<file path="config.mk">
export PLATFORM = sky130hd
export DESIGN_NAME = pipe_skid
export DESIGN_NICKNAME = d
export VERILOG_FILES = /design/src/rtl/pipe_skid.sv
export SDC_FILE = /design/constraint.sdc
export NUM_CORES = 1
export LEC_CHECK = 0
export BUFFER_PORTS_ARGS = -buffer_cell sky130_fd_sc_hd__buf_2
export CAP_MARGIN = 0
export CORE_MARGIN = 5
export CORE_UTILIZATION = 46
export DETAILED_ROUTE_END_ITERATION = 8
export PLACE_DENSITY = 0.81
export SYNTH_ARGS = -nofsm -noshare
export SYNTH_HDL_FRONTEND = slang
export SYNTH_SLANG_ARGS = --single-unit
</file>
<file path="constraint.sdc">
create_clock -name clk -period 1.65 [get_ports clk]
set_input_delay 0.0825 -clock clk [delete_from_list [all_inputs] [get_ports clk]]
set_output_delay 0.0825 -clock clk [all_outputs]
set_load 0.02 [all_outputs]
</file>
<file path="src/rtl/pipe_skid.sv">
// pipe_skid: two-entry elastic pipeline register (skid buffer).
// A main entry drives the output and a skid entry catches the one payload that
// can arrive while downstream stalls. in_ready is taken from registered state
// only, so no combinational ready path runs from the outputs back to the inputs.
// Optional feature: define PIPE_SKID_STALL_CNT_EN to build the saturating
// backpressure counter. Without it, stall_cnt is tied to zero.
module pipe_skid #(
  parameter int WIDTH = 8,
  parameter int CNTW  = 16
) (
  input  logic             clk,
  input  logic             reset,
  input  logic             flush,
  input  logic             in_valid,
  output logic             in_ready,
  input  logic [WIDTH-1:0] in_data,
  output logic             out_valid,
  input  logic             out_ready,
  output logic [WIDTH-1:0] out_data,
  output logic [CNTW-1:0]  stall_cnt
);

  // The state also encodes the valid bits: main_v = (state != EMPTY),
  // skid_v = (state == FULL).
  typedef enum logic [1:0] {
    EMPTY = 2'd0,
    HALF  = 2'd1,
    FULL  = 2'd2
  } state_t;

  state_t           r_state;
  state_t           w_state_nxt;
  logic [WIDTH-1:0] r_main_d;
  logic [WIDTH-1:0] r_skid_d;
  logic             w_in_fire;
  logic             w_out_fire;
  logic             w_load_main_in;
  logic             w_load_main_skid;
  logic             w_load_skid_in;

  assign in_ready   = (r_state != FULL);
  assign out_valid  = (r_state != EMPTY);
  assign out_data   = r_main_d;
  assign w_in_fire  = in_valid & in_ready;
  assign w_out_fire = out_valid & out_ready;

  // State register; reset empties both entries at once.
  always_ff @(posedge clk or posedge reset) begin
    if (reset) begin
      r_state <= EMPTY;
    end else begin
      r_state <= w_state_nxt;
    end
  end

  // Next state and data-load strobes; flush overrides every transition and
  // suppresses all loads, so a payload accepted in the flush cycle is dropped.
  always_comb begin
    w_state_nxt      = r_state;
    w_load_main_in   = 1'b0;
    w_load_main_skid = 1'b0;
    w_load_skid_in   = 1'b0;
    if (flush) begin
      w_state_nxt = EMPTY;
    end else begin
      case (r_state)
        EMPTY: begin
          if (w_in_fire) begin
            w_load_main_in = 1'b1;
            w_state_nxt    = HALF;
          end
        end
        HALF: begin
          if (w_in_fire && w_out_fire) begin
            w_load_main_in = 1'b1;
          end else if (w_in_fire) begin
            w_load_skid_in = 1'b1;
            w_state_nxt    = FULL;
          end else if (w_out_fire) begin
            w_state_nxt = EMPTY;
          end
        end
        FULL: begin
          if (w_out_fire) begin
            w_load_main_skid = 1'b1;
            w_state_nxt      = HALF;
          end
        end
        default: begin
          w_state_nxt = EMPTY;
        end
      endcase
    end
  end

  // Payload registers change only on a load; flush leaves their contents alone.
  always_ff @(posedge clk or posedge reset) begin
    if (reset) begin
      r_main_d <= '0;
      r_skid_d <= '0;
    end else begin
      if (w_load_main_in) begin
        r_main_d <= in_data;
      end else if (w_load_main_skid) begin
        r_main_d <= r_skid_d;
      end
      if (w_load_skid_in) begin
        r_skid_d <= in_data;
      end
    end
  end

`ifdef PIPE_SKID_STALL_CNT_EN
  logic [CNTW-1:0] r_stall_cnt;

  // Count cycles where a payload waits on downstream; saturate at all ones.
  // Only reset clears the count.
  always_ff @(posedge clk or posedge reset) begin
    if (reset) begin
      r_stall_cnt <= '0;
    end else if (out_valid && !out_ready && (r_stall_cnt != {CNTW{1'b1}})) begin
      r_stall_cnt <= r_stall_cnt + CNTW'(1);
    end
  end

  assign stall_cnt = r_stall_cnt;
`else
  assign stall_cnt = '0;
`endif

endmodule

</file>
Yosys cells after proc, flatten, opt, wreduce, memory -nomap -nowiden. Cells that the tools add are included.

Register bits after elaboration: 18. Memories kept: 0. Word-level logic and storage cells: 36. Output and inout port bits: 26. Latch bits: 0. Memory bits (writable): 0. Bits in read-only memories: 0.

Shifts and indexed selects: 0. Multiply operators: 0. Bitwise gates (word level): 2. Divide/modulo/power cells: 0. Reduce and logical (&&, ||, !) cells: 5. $add $sub $neg: 0. Equality and inequality tests: 7. Muxes and demuxes: 19. $lt $le $gt $ge: 0.

Operators with widths (count): two-way mux 8 bit (2); two-way mux 2 bit (6); two-way mux 1 bit (9); inequality test 3 bit, second input constant (3); case mux 2 bit (3 select lines) (1); inequality test 4 bit, second input constant (1); AND reduction 4 bit (1); nonzero test 2 bit (2); AND 1 bit (2); equality test 2 x 1 -> 1 bit, second input constant (1); equality test 2 bit, second input constant (1); logical NOT 2 bit (1); inequality test 2 bit, second input constant (1); case mux 1 bit (2 select lines) (1); logical AND 1 bit (1).

Longest topological paths before layout. Gate-level depths: netlist of run 1.

Depth after elaboration: 7. Depth in mapped cells: 4.

Worst setup path before layout of run 1. Ideal clock, no wire load.

Path kind: register to register. Start point: register r_state[0]. End point: register r_main_d[7], in the netlist out_data[7]. Data arrival time: 1.405 ns. Required time: 1.525 ns. Setup slack: 0.120 ns. Buffers on the path: 1. Stages on the path, launching flop included: 5. Clock period less this slack: 1.530 ns. Path through: dfrtp_1 -> nor4bb_1 -> buf_4 -> mux2_1 -> mux2_2.

Longest elaborated chain between the ends: 7. Elaborated cells between the ends (all ways): 17.

RTL lines: from (decl) (RTL line 31) `state_t r_state;`; from (signal assigned) (RTL line 52) `r_state <= w_state_nxt;`; inequality test 2 bit / nonzero test 2 bit (equally long branches) (RTL line 41, 42); AND 1 bit (on tied branches) (RTL line 44, 45); logical AND 1 bit (RTL line 74) `if (w_in_fire && w_out_fire) begin`; two-way mux 1 bit (RTL line 74); case mux 1 bit (2 select lines) (RTL line 66) `case (r_state)`; two-way mux 1 bit (RTL line 63) `if (flush) begin`; two-way mux 8 bit / nonzero test 2 bit (equally long branches); to (signal assigned) (RTL line 103) `r_main_d <= in_data;`; to (signal assigned) (RTL line 105) `r_main_d <= r_skid_d;`; to (decl) (RTL line 33) `logic [WIDTH-1:0] r_main_d;`.

Several ways; a longest one is shown, not always the timed one. A chain may end at the register's enable or synchronous reset.

Final worst setup path of run 1.
Start point: register r_state[1]. End point: register r_main_d[7], in the netlist out_data[7].

The elaborated chain is that of the path after synthesis.

==> summary by stage, run 1 <==
Global route
The number of global-route vias before repair came to 659. Entering global routing, the biggest net connects 19 pins. The met3 track utilization from global routing is 3.263%. Summed over all layers, the global routing overflow is 0. The first global-routing pass estimated 2960 um of wire. In this run the most used layer during global routing was met2.

The met1 demand-to-capacity share in global routing is 13.84%. The number of antenna violations at the first check in global routing is 0. The met2 global-route usage is 20.78%. In the global route stage, overall resource usage came out at 11.74%.

Floorplan
The floorplan step set the die height to 55.29 um. The number of top-level design ports is 39. The initial utilization of the core area, before any placement, comes to 48.09%.

The total area inside the core boundary comes to 1962 um^2. The floorplan step defined a die boundary enclosing 3056 um^2. The floorplan step set the die width to 55.29 um. The initialized floorplan defines 16 standard-cell rows.

Timing
Across the routed clock network, the largest skew measured is 0.001847 ns. The final total negative setup slack is 0 ns. The slew of the pin with the lowest slew margin is 0.6607 ns.

Setup repair after global routing left no endpoint under its margin. The worst path uses 91.40% of the clock period. The achievable clock frequency is 663.1 MHz.

The final-report hold violation count is 0. The total of endpoints with negative setup slack in the final report is 0. The worst path needs 1.508 ns of the cycle, external delays included. The hold slack is 0.02990 ns. The count of final max-slew check failures is 0. The tightest slew margin relative to the limit is 55.90%.

Power
Summed over all cells, the static leakage comes to 0.5448 nW. The internal portion of total power is 0.7391 mW. In this run, the clock network consumes 19.6% of the power. The switching power is 0.3361 mW. In this run, the combinational gates consume 26.2% of the power. The power per cell area is 984.4 nW/um^2. The worst voltage drop across the vdd grid is 0.0005718 V. Per report_power, the sequential group accounts for 54.2% of the total. Of the total power, the share spent switching nets is 31.26%.

Worst setup path
The beginning of the worst register-to-register path is r_state[1]. The required arrival time at the worst endpoint is 1.82 ns. The origin of the worst setup path is r_state[1].

In this run the worst path has a maximum fanout of 8. The delay of the slowest critical-path stage is 0.47 ns. The worst setup path is of the flop to flop kind. The critical path data arrival time is 1.68 ns. The signal on the critical path passes through nor4bb_2, mux2_1, mux2_2. The worst register-to-register path has a setup slack of 0.14 ns. The length in cells of the worst reg-to-reg path is 3. The startpoint class of the critical path is a flop. The worst setup path is captured at a flop.

The critical path's slowest cell is sky130_fd_sc_hd__dfrtp_1.

Run
The number of max-cap violations is 0.

Detailed routing
The starting DRC count in detailed routing is 5. The detailed-router iteration count before antenna repair is 4. The post-route DRC violation count is 0. The routed wire length is 1721 um. The number of nets with antenna violations after detailed routing is 0. Dividing the detail-routed wire length by the instance count gives 12.65 um. The ratio of routed vias to standard cells is 4.875. The via total after detailed routing is 663.

Synth
The number of instances in the synthesized netlist is 80. During synthesis, Yosys emitted a total of 0 warnings. The summed instance area of the synthesized netlist is 943.4 um^2. The share of the yosys chip area belonging to registers is 47.75%.

In this run, distinct cell masters in the synthesized netlist total 24. The number of synthesized register bits is 18. The synthesized area per cell is 11.79 um^2.

Hold path
The worst hold path passes through 2 cells. In this run the most critical hold path is launched from in_data[7]. The path class of the tightest hold or removal check is input port to flop.

Placement
The number of input and output port buffers inserted is 22. The half-perimeter wire length of the detailed placement result is 1386 um. The final weighted congestion in routability-driven placement is 0.8452.

Layout
The repair_antennas step left the layout with diodes totalling 0. For this run, the post-layout net count is 124. Of the cells placed in the final design, the portion with a size suffix greater than 1 is 33.03%.

The layout has 184 filler cells. The area taken by flip-flops and latches is 450.4 um^2. Summing all multi-input logic gate instances after layout gives 424.2 um^2.

At the end of the flow the core is filled with cells to 55.68%. Compared with the post-synthesis result, the final layout area differs by 15.78%.

Clock tree
In this run the number of H-tree levels came out at 1. Buffers inserted during clock tree synthesis total 3. The clock passes through at most 2 buffers. The clock latency at the later pin of the worst-skew pair is 0.28 ns. The CTS tree is built.

Counting every sink on the clock net gives 18. Clock-pin slew was measured on the worst setup and hold paths at 0.10 ns. The master cell of the clock root buffer is sky130_fd_sc_hd__clkbuf_4.

Outcome
The run finished with clean final reports.
==> final timing paths <==
kind,to
max,out_data[7]
min,r_skid_d[7]
max reg2reg,out_data[7]
min reg2reg,r_skid_d[7]
max in group asynchronous,out_data[1]
min in group asynchronous,r_skid_d[7]
==> power groups by stage <==
| stage | sequential [mW] | clock [mW] | combinational, mW |
|---|---|---|---|
| after floorplan | 0.624 | 0 | 0.174 |
| after global placement | 0.590 | 0 | 0.273 |
| after detailed placement | 0.592 | 0 | 0.282 |
| after CTS | 0.583 | 0.214 | 0.284 |
| after global routing | 0.595 | 0.239 | 0.309 |
| final | 0.583 | 0.210 | 0.282 |
==> cells in the final DEF, fill, tap and decap left out, types with 2 or more instances in the layout <==
master                     instances
sky130_fd_sc_hd__buf_2            22
sky130_fd_sc_hd__a221o_1           6
sky130_fd_sc_hd__mux2_1            9
sky130_fd_sc_hd__and2_1            6
sky130_fd_sc_hd__a21oi_1           2
sky130_fd_sc_hd__nand2_1           3
sky130_fd_sc_hd__clkbuf_4          3
sky130_fd_sc_hd__buf_4             5
sky130_fd_sc_hd__dfrtp_1          18
sky130_fd_sc_hd__nand2b_1          3
sky130_fd_sc_hd__conb_1           16
==> flip-flops by register name, indices dropped and copies added (netlist names) <==
name      count
r_skid_d      8
out_data      8
r_state       2
==> synth_stat cells <==
cell type,number,share of area (%)
sky130_fd_sc_hd__o21ai_1,1,0.53
sky130_fd_sc_hd__a221o_1,6,6.4
sky130_fd_sc_hd__a21oi_1,2,1.1
sky130_fd_sc_hd__conb_1,1,0.40
sky130_fd_sc_hd__nand2_1,3,1.2
sky130_fd_sc_hd__nor4bb_1,1,1.1
sky130_fd_sc_hd__o21ba_1,1,1.1
sky130_fd_sc_hd__or3b_1,1,0.93
sky130_fd_sc_hd__mux2_2,1,1.2
sky130_fd_sc_hd__nand2b_1,3,2.0
sky130_fd_sc_hd__or2_2,1,0.66
sky130_fd_sc_hd__dfrtp_1,18,48
sky130_fd_sc_hd__nor3_2,1,1.1
sky130_fd_sc_hd__nand3b_1,1,0.80
sky130_fd_sc_hd__mux2_1,9,11
sky130_fd_sc_hd__nor2b_1,1,0.66
sky130_fd_sc_hd__nand3_1,1,0.53
sky130_fd_sc_hd__mux2i_1,1,1.1
sky130_fd_sc_hd__a211oi_1,1,0.80
sky130_fd_sc_hd__inv_1,1,0.40
sky130_fd_sc_hd__nor3b_2,1,1.3
sky130_fd_sc_hd__a21oi_2,1,0.93
sky130_fd_sc_hd__and2_1,6,4.0
sky130_fd_sc_hd__buf_4,17,14
==> final cells by class <==
cell class | instances | area share, %
Timing Repair Buffer | 28 | 14.43
Inverter | 1 | 0.3436
Clock buffer | 3 | 2.062
Sequential cell | 18 | 41.24
Tap cell | 27 | 3.093
Multi-Input combinational cell | 59 | 38.83
==> logic make-up after synthesis <==
group | Yosys count | synth area share, %
AND/OR/NAND/NOR | 20 | 14.19
flip-flops | 18 | 47.75
buffers and inverters | 18 | 13.93
AO/OA/AOI/OAI | 12 | 10.74
multiplexers | 11 | 13.00
other | 1 | 0.3975
==> metrics by stage <==
stage               area (um^2)  instances  worst slack [ns]  power, mW
floorplan                 999.7         95            0.1197     0.7980
global placement           1054        132            0.1526     0.8628
detailed placement         1054        132            0.1059     0.8736
CTS                        1086        136           0.06353      1.082
global route               1092        136           0.03226      1.143
finish                     1092        136            0.1419      1.075
==> what timing repair did <==
item,in CTS,in global routing
resized for setup,0,1
hold buffers,1,0
endpoints found under the hold margin,18,0
endpoints found under the setup margin,0,6
setup buffers,0,0
==> critical path, delay by kind of cell, from the launching register on <==
kind	cells	cell delay, ns
simple gates	1	0.32
mux	2	0.61
flops	1	0.47
==> routing by layer <==
| metal | wire length (um) | vias up | part of all wire, % |
|---|---|---|---|
| met2 | 846 | 24 | 49 |
| met5 | 0 | - | 0 |
| met1 | 730 | 328 | 42 |
| met4 | 0 | 0 | 0 |
| li1 | - | 311 | - |
| met3 | 144 | 0 | 8.4 |
Note: power is estimated with default switching activity, not from simulation.
==> run 2: changes to the inputs <==
--- a/config.mk
+++ b/config.mk
@@ -5,12 +5,14 @@
 export SDC_FILE = /design/constraint.sdc
 export NUM_CORES = 1
 export LEC_CHECK = 0
+export ABC_AREA = 1
 export BUFFER_PORTS_ARGS = -buffer_cell sky130_fd_sc_hd__buf_2
 export CAP_MARGIN = 0
 export CORE_MARGIN = 5
-export CORE_UTILIZATION = 46
+export CORE_UTILIZATION = 47
 export DETAILED_ROUTE_END_ITERATION = 8
-export PLACE_DENSITY = 0.81
+export PLACE_DENSITY = 0.8
+export SLEW_MARGIN = 25
 export SYNTH_ARGS = -nofsm -noshare
 export SYNTH_HDL_FRONTEND = slang
 export SYNTH_SLANG_ARGS = --single-unit
==> run 2 against run 1 <==
Synthesized cell count increased by 57%. Clock power is essentially flat. Combinational power rose by 15%. Sequential share of layout area decreased by 2.8 points. Largest cell class is now multi-input combinational cells. Area after synthesis grew 13%. Critical path type unchanged. Via count up 24%.
==> summary by stage, run 2 <==
Placement
The final weighted congestion in routability-driven placement was 0.8100 (was 0.8452). The half-perimeter wire length of the detailed placement result is 1552 um (was 1386 um). The number of input and output port buffers inserted came to 22 (unchanged). The area after detailed placement is 1139 um^2 (was 1054 um^2). The cell count after placement is 174 (was 132).

Detailed routing
The routed wire length is 1909 um (was 1721 um). The starting DRC count in detailed routing was 24 (was 5). The detail-routed net length per standard cell was 10.72 um (was 12.65 um). The post-route DRC violation count is 0 (unchanged). The ratio of routed vias to standard cells is 4.612 (was 4.875). The detailed-router iteration count before antenna repair is 4 (unchanged). The via total after detailed routing is 821 (was 663).

The number of nets with antenna violations after detailed routing is 0 (unchanged).

Timing
The setup clock skew after layout is 0.001934 ns (was 0.001847 ns). The slew of the pin with the lowest slew margin is 0.6562 ns (was 0.6607 ns). Unrepaired setup endpoints after global routing: no (unchanged).

The tightest slew margin relative to the limit is 56.21% (was 55.90%). The hold slack is 0.02674 ns (was 0.02990 ns). The share of the clock period used by the worst path is 76.66% (was 91.40%). The count of final max-slew check failures is 0 (unchanged).

The total of endpoints with negative setup slack in the final report came to 0 (unchanged). The clock period minus final worst setup slack was 1.265 ns (was 1.508 ns). The final total negative setup slack came to 0 ns (unchanged).

The final-report hold violation count was 0 (unchanged). The achievable clock frequency is 790.6 MHz (was 663.1 MHz).

Clock tree
The maximum clock insertion buffer count is 2 (unchanged). The clock net sink count is 18 (unchanged). The post-cts gate resize count is 0 (unchanged). The clock latency at the later pin of the worst-skew pair came to 0.29 ns (was 0.28 ns). The number of buffers created by CTS is 3 (unchanged). The CTS tree is built (unchanged). The number of post-CTS setup repair buffers is 0 (unchanged). The clock slew seen by the registers of the worst setup and hold paths is 0.09 ns (was 0.10 ns). The total number of H-tree levels was 1 (unchanged). The master cell of the clock root buffer is sky130_fd_sc_hd__clkbuf_4 (unchanged).

Floorplan
The die span in y is 57.68 um (was 55.29 um). The number of top-level design ports is 39 (unchanged). The effective utilization at floorplan is 48.77% (was 48.09%). The placeable core region came to 2191 um^2 (was 1962 um^2). The number of cell rows is 17 (was 16). The x dimension of the die is 57.68 um (was 55.29 um).

The full die area is 3327 um^2 (was 3056 um^2).

Synth
The synthesized area per cell is 8.480 um^2 (was 11.79 um^2). Synth cell count leaders: sky130_fd_sc_hd__nand2_1, sky130_fd_sc_hd__dfrtp_1, sky130_fd_sc_hd__nand3_1 (was sky130_fd_sc_hd__dfrtp_1, sky130_fd_sc_hd__buf_4, sky130_fd_sc_hd__mux2_1). The number of instances in the synthesized netlist is 126 (was 80).

The area share of the leading cell type in the synthesized netlist is 42.15% (was 47.75%). The proportion of register bits with asynchronous set or reset after synthesis is 100.0% (unchanged). The dominant register cell in the synthesized netlist is sky130_fd_sc_hd__dfrtp_1 (unchanged). The post-synthesis cell type with the largest combined area is sky130_fd_sc_hd__dfrtp_1 (unchanged). The number of synthesized register bits is 18 (unchanged). Top cells by area, synth: sky130_fd_sc_hd__dfrtp_1, sky130_fd_sc_hd__nand2_1, sky130_fd_sc_hd__buf_4 (was sky130_fd_sc_hd__dfrtp_1, sky130_fd_sc_hd__buf_4, sky130_fd_sc_hd__mux2_1). The number of warnings printed during yosys synthesis is 0 (unchanged). The summed instance area of the synthesized netlist came to 1069 um^2 (was 943.4 um^2). The number of library cell types mapped by synthesis is 18 (was 24). The number of enable flip-flop cells after synthesis is 0 (unchanged). The cell with the most instances after synthesis was sky130_fd_sc_hd__nand2_1 (was sky130_fd_sc_hd__dfrtp_1).

The share of the yosys chip area belonging to registers is 42.15% (was 47.75%).

Worst setup path
The delay of the slowest critical-path stage is 0.49 ns (was 0.47 ns). The critical path's slowest cell is sky130_fd_sc_hd__dfrtp_1 (unchanged). The startpoint class of the critical path is a flop (unchanged). The endpoint kind of the worst setup timing path is a flop (unchanged). The highest fanout seen on the critical path is 17 (was 8). The start-to-end type of the worst setup path is flop to flop (unchanged). Ordered cell list for the critical path: nor2_4, nand4_4, nand2_1, o21ai_2 (was nor4bb_2, mux2_1, mux2_2). The required arrival time at the worst endpoint came to 1.83 ns (was 1.82 ns). The critical path data arrival time is 1.45 ns (was 1.68 ns).

Global route
The pin count of the biggest net entering global routing is 19 (unchanged). The global-route wire length before repair is 3229 um (was 2960 um). The number of antenna violations at the first check in global routing is 0 (unchanged). The global-route usage over all layers is 12.59% (was 11.74%). The number of global-route vias before repair is 764 (was 659). The total congestion overflow is 0 (unchanged).

Layout
The most common cell after layout, fill and taps aside is sky130_fd_sc_hd__nand2_1 (was sky130_fd_sc_hd__buf_2). Most frequent cells in the layout: sky130_fd_sc_hd__nand2_1, sky130_fd_sc_hd__buf_2, sky130_fd_sc_hd__dfrtp_1 (was sky130_fd_sc_hd__buf_2, sky130_fd_sc_hd__dfrtp_1, sky130_fd_sc_hd__conb_1). The post-layout net count came to 165 (was 124). The cell area after layout is 1171 um^2 (was 1092 um^2).

The final antenna diode count is 0 (unchanged). The post-layout instance count excluding filler cells is 178 (was 136). The utilization after layout is 53.46% (was 55.68%). The growth of design area from synthesis to finish is 9.602% (was 15.78%). The fraction of final layout cells sized beyond drive strength 1 is 29.33% (was 33.03%).

Power
The switching power came to 0.3937 mW (was 0.3361 mW). The leakage component of the power is 0.6625 nW (was 0.5448 nW). The power per cell area is 961.3 nW/um^2 (was 984.4 nW/um^2). The sequential share of power is 52.7% (was 54.2%). The worst voltage drop across the vdd grid is 0.0006356 V (was 0.0005718 V).

The clock network power share came to 18.5% (was 19.6%). The part of the total power dissipated in combinational logic came to 28.9% (was 26.2%). The internal portion of total power is 0.7320 mW (was 0.7391 mW). The net switching share of the total power came to 34.98% (was 31.26%).

Hold path
The worst hold-check path type is input port to flop (unchanged).

Run
The number of max-cap violations was 0 (unchanged).

Outcome
Run status: finished clean (unchanged).
[run 2: cell types whose count changed after synthesis, sizes merged, moves of 2 or more]
cell	change
nand2b	-3
inv	+18
a21oi	-2
nor2	+3
nand2	+34
mux2	-10
nand4	+4
and2	-6
o21ai	+7
a221o	-6
nand3	+17
[run 2: cell families (layout without fill, tap and decap cells)]
kind of cell           after synthesis  in the layout  share of synthesized area (%)
other                                1             16                         0.3510
AO/OA/AOI/OAI                        9              9                          7.026
buffers and inverters               36             45                          19.20
flip-flops                          18             18                          42.15
AND/OR/NAND/NOR                     62             62                          31.27
[run 2: routing by layer]
layer	up-vias	wire length [um]	track usage, %
li1	412	-	-
met1	370	730	13.94
met2	34	955	21.77
met3	5	181	3.563
met4	0	41	6.623
met5	-	0	0
[run 2: power groups by stage]
stage / combinational [mW] / clock [mW] / sequential (mW)
floorplan: 0.226 / 0 / 0.634
global placement: 0.321 / 0 / 0.597
detailed placement: 0.328 / 0 / 0.601
CTS: 0.330 / 0.216 / 0.593
global route: 0.360 / 0.234 / 0.604
finish: 0.325 / 0.208 / 0.593
[run 2: per-stage QoR]
| stage | total power [mW] | setup WS (ns) |
|---|---|---|
| floorplan | 0.8599 | 0.5131 |
| global placement | 0.9180 | 0.4254 |
| detailed placement | 0.9292 | 0.4007 |
| CTS | 1.139 | 0.3823 |
| global route | 1.198 | 0.2831 |
| finish | 1.126 | 0.3851 |
[run 2: path summary, 6_finish.rpt]
| check | to | slack [ns] | startpoint | cells after the start |
|---|---|---|---|---|
| max | r_skid_d[0] | 0.39 | r_state[1] | 4 |
| min | out_data[3] | 0.03 | in_data[3] | 3 |
| max reg2reg | r_skid_d[0] | 0.39 | r_state[1] | 4 |
| min reg2reg | r_skid_d[6] | 0.49 | r_skid_d[6] | 2 |
| max in group asynchronous | r_skid_d[3] | 0.82 | reset | 3 |
| min in group asynchronous | r_skid_d[7] | 0.42 | reset | 3 |
[run 2: critical path, delay by kind of cell (launching register included)]
family / cells / cell delay [ns]
AOI/OAI and AO/OA: 1 / 0.06
DFF: 1 / 0.49
and+or+nand+nor: 3 / 0.61
[run 2: area by class of cell]
type / instances / area (um^2)
fillers: 211 / 1020
clock buffers: 3 / 22.52
repair buffers: 23 / 120.1
multi-input cells: 87 / 469.2
flip-flops and latches: 18 / 450.4
well taps: 28 / 35.03
inverters: 19 / 73.82
[run 2: timing repair]
| item | in CTS | in global routing |
|---|---|---|
| hold buffers | 1 | 0 |
| hold endpoints to repair | 18 | 0 |
| setup endpoints to repair | 0 | 0 |
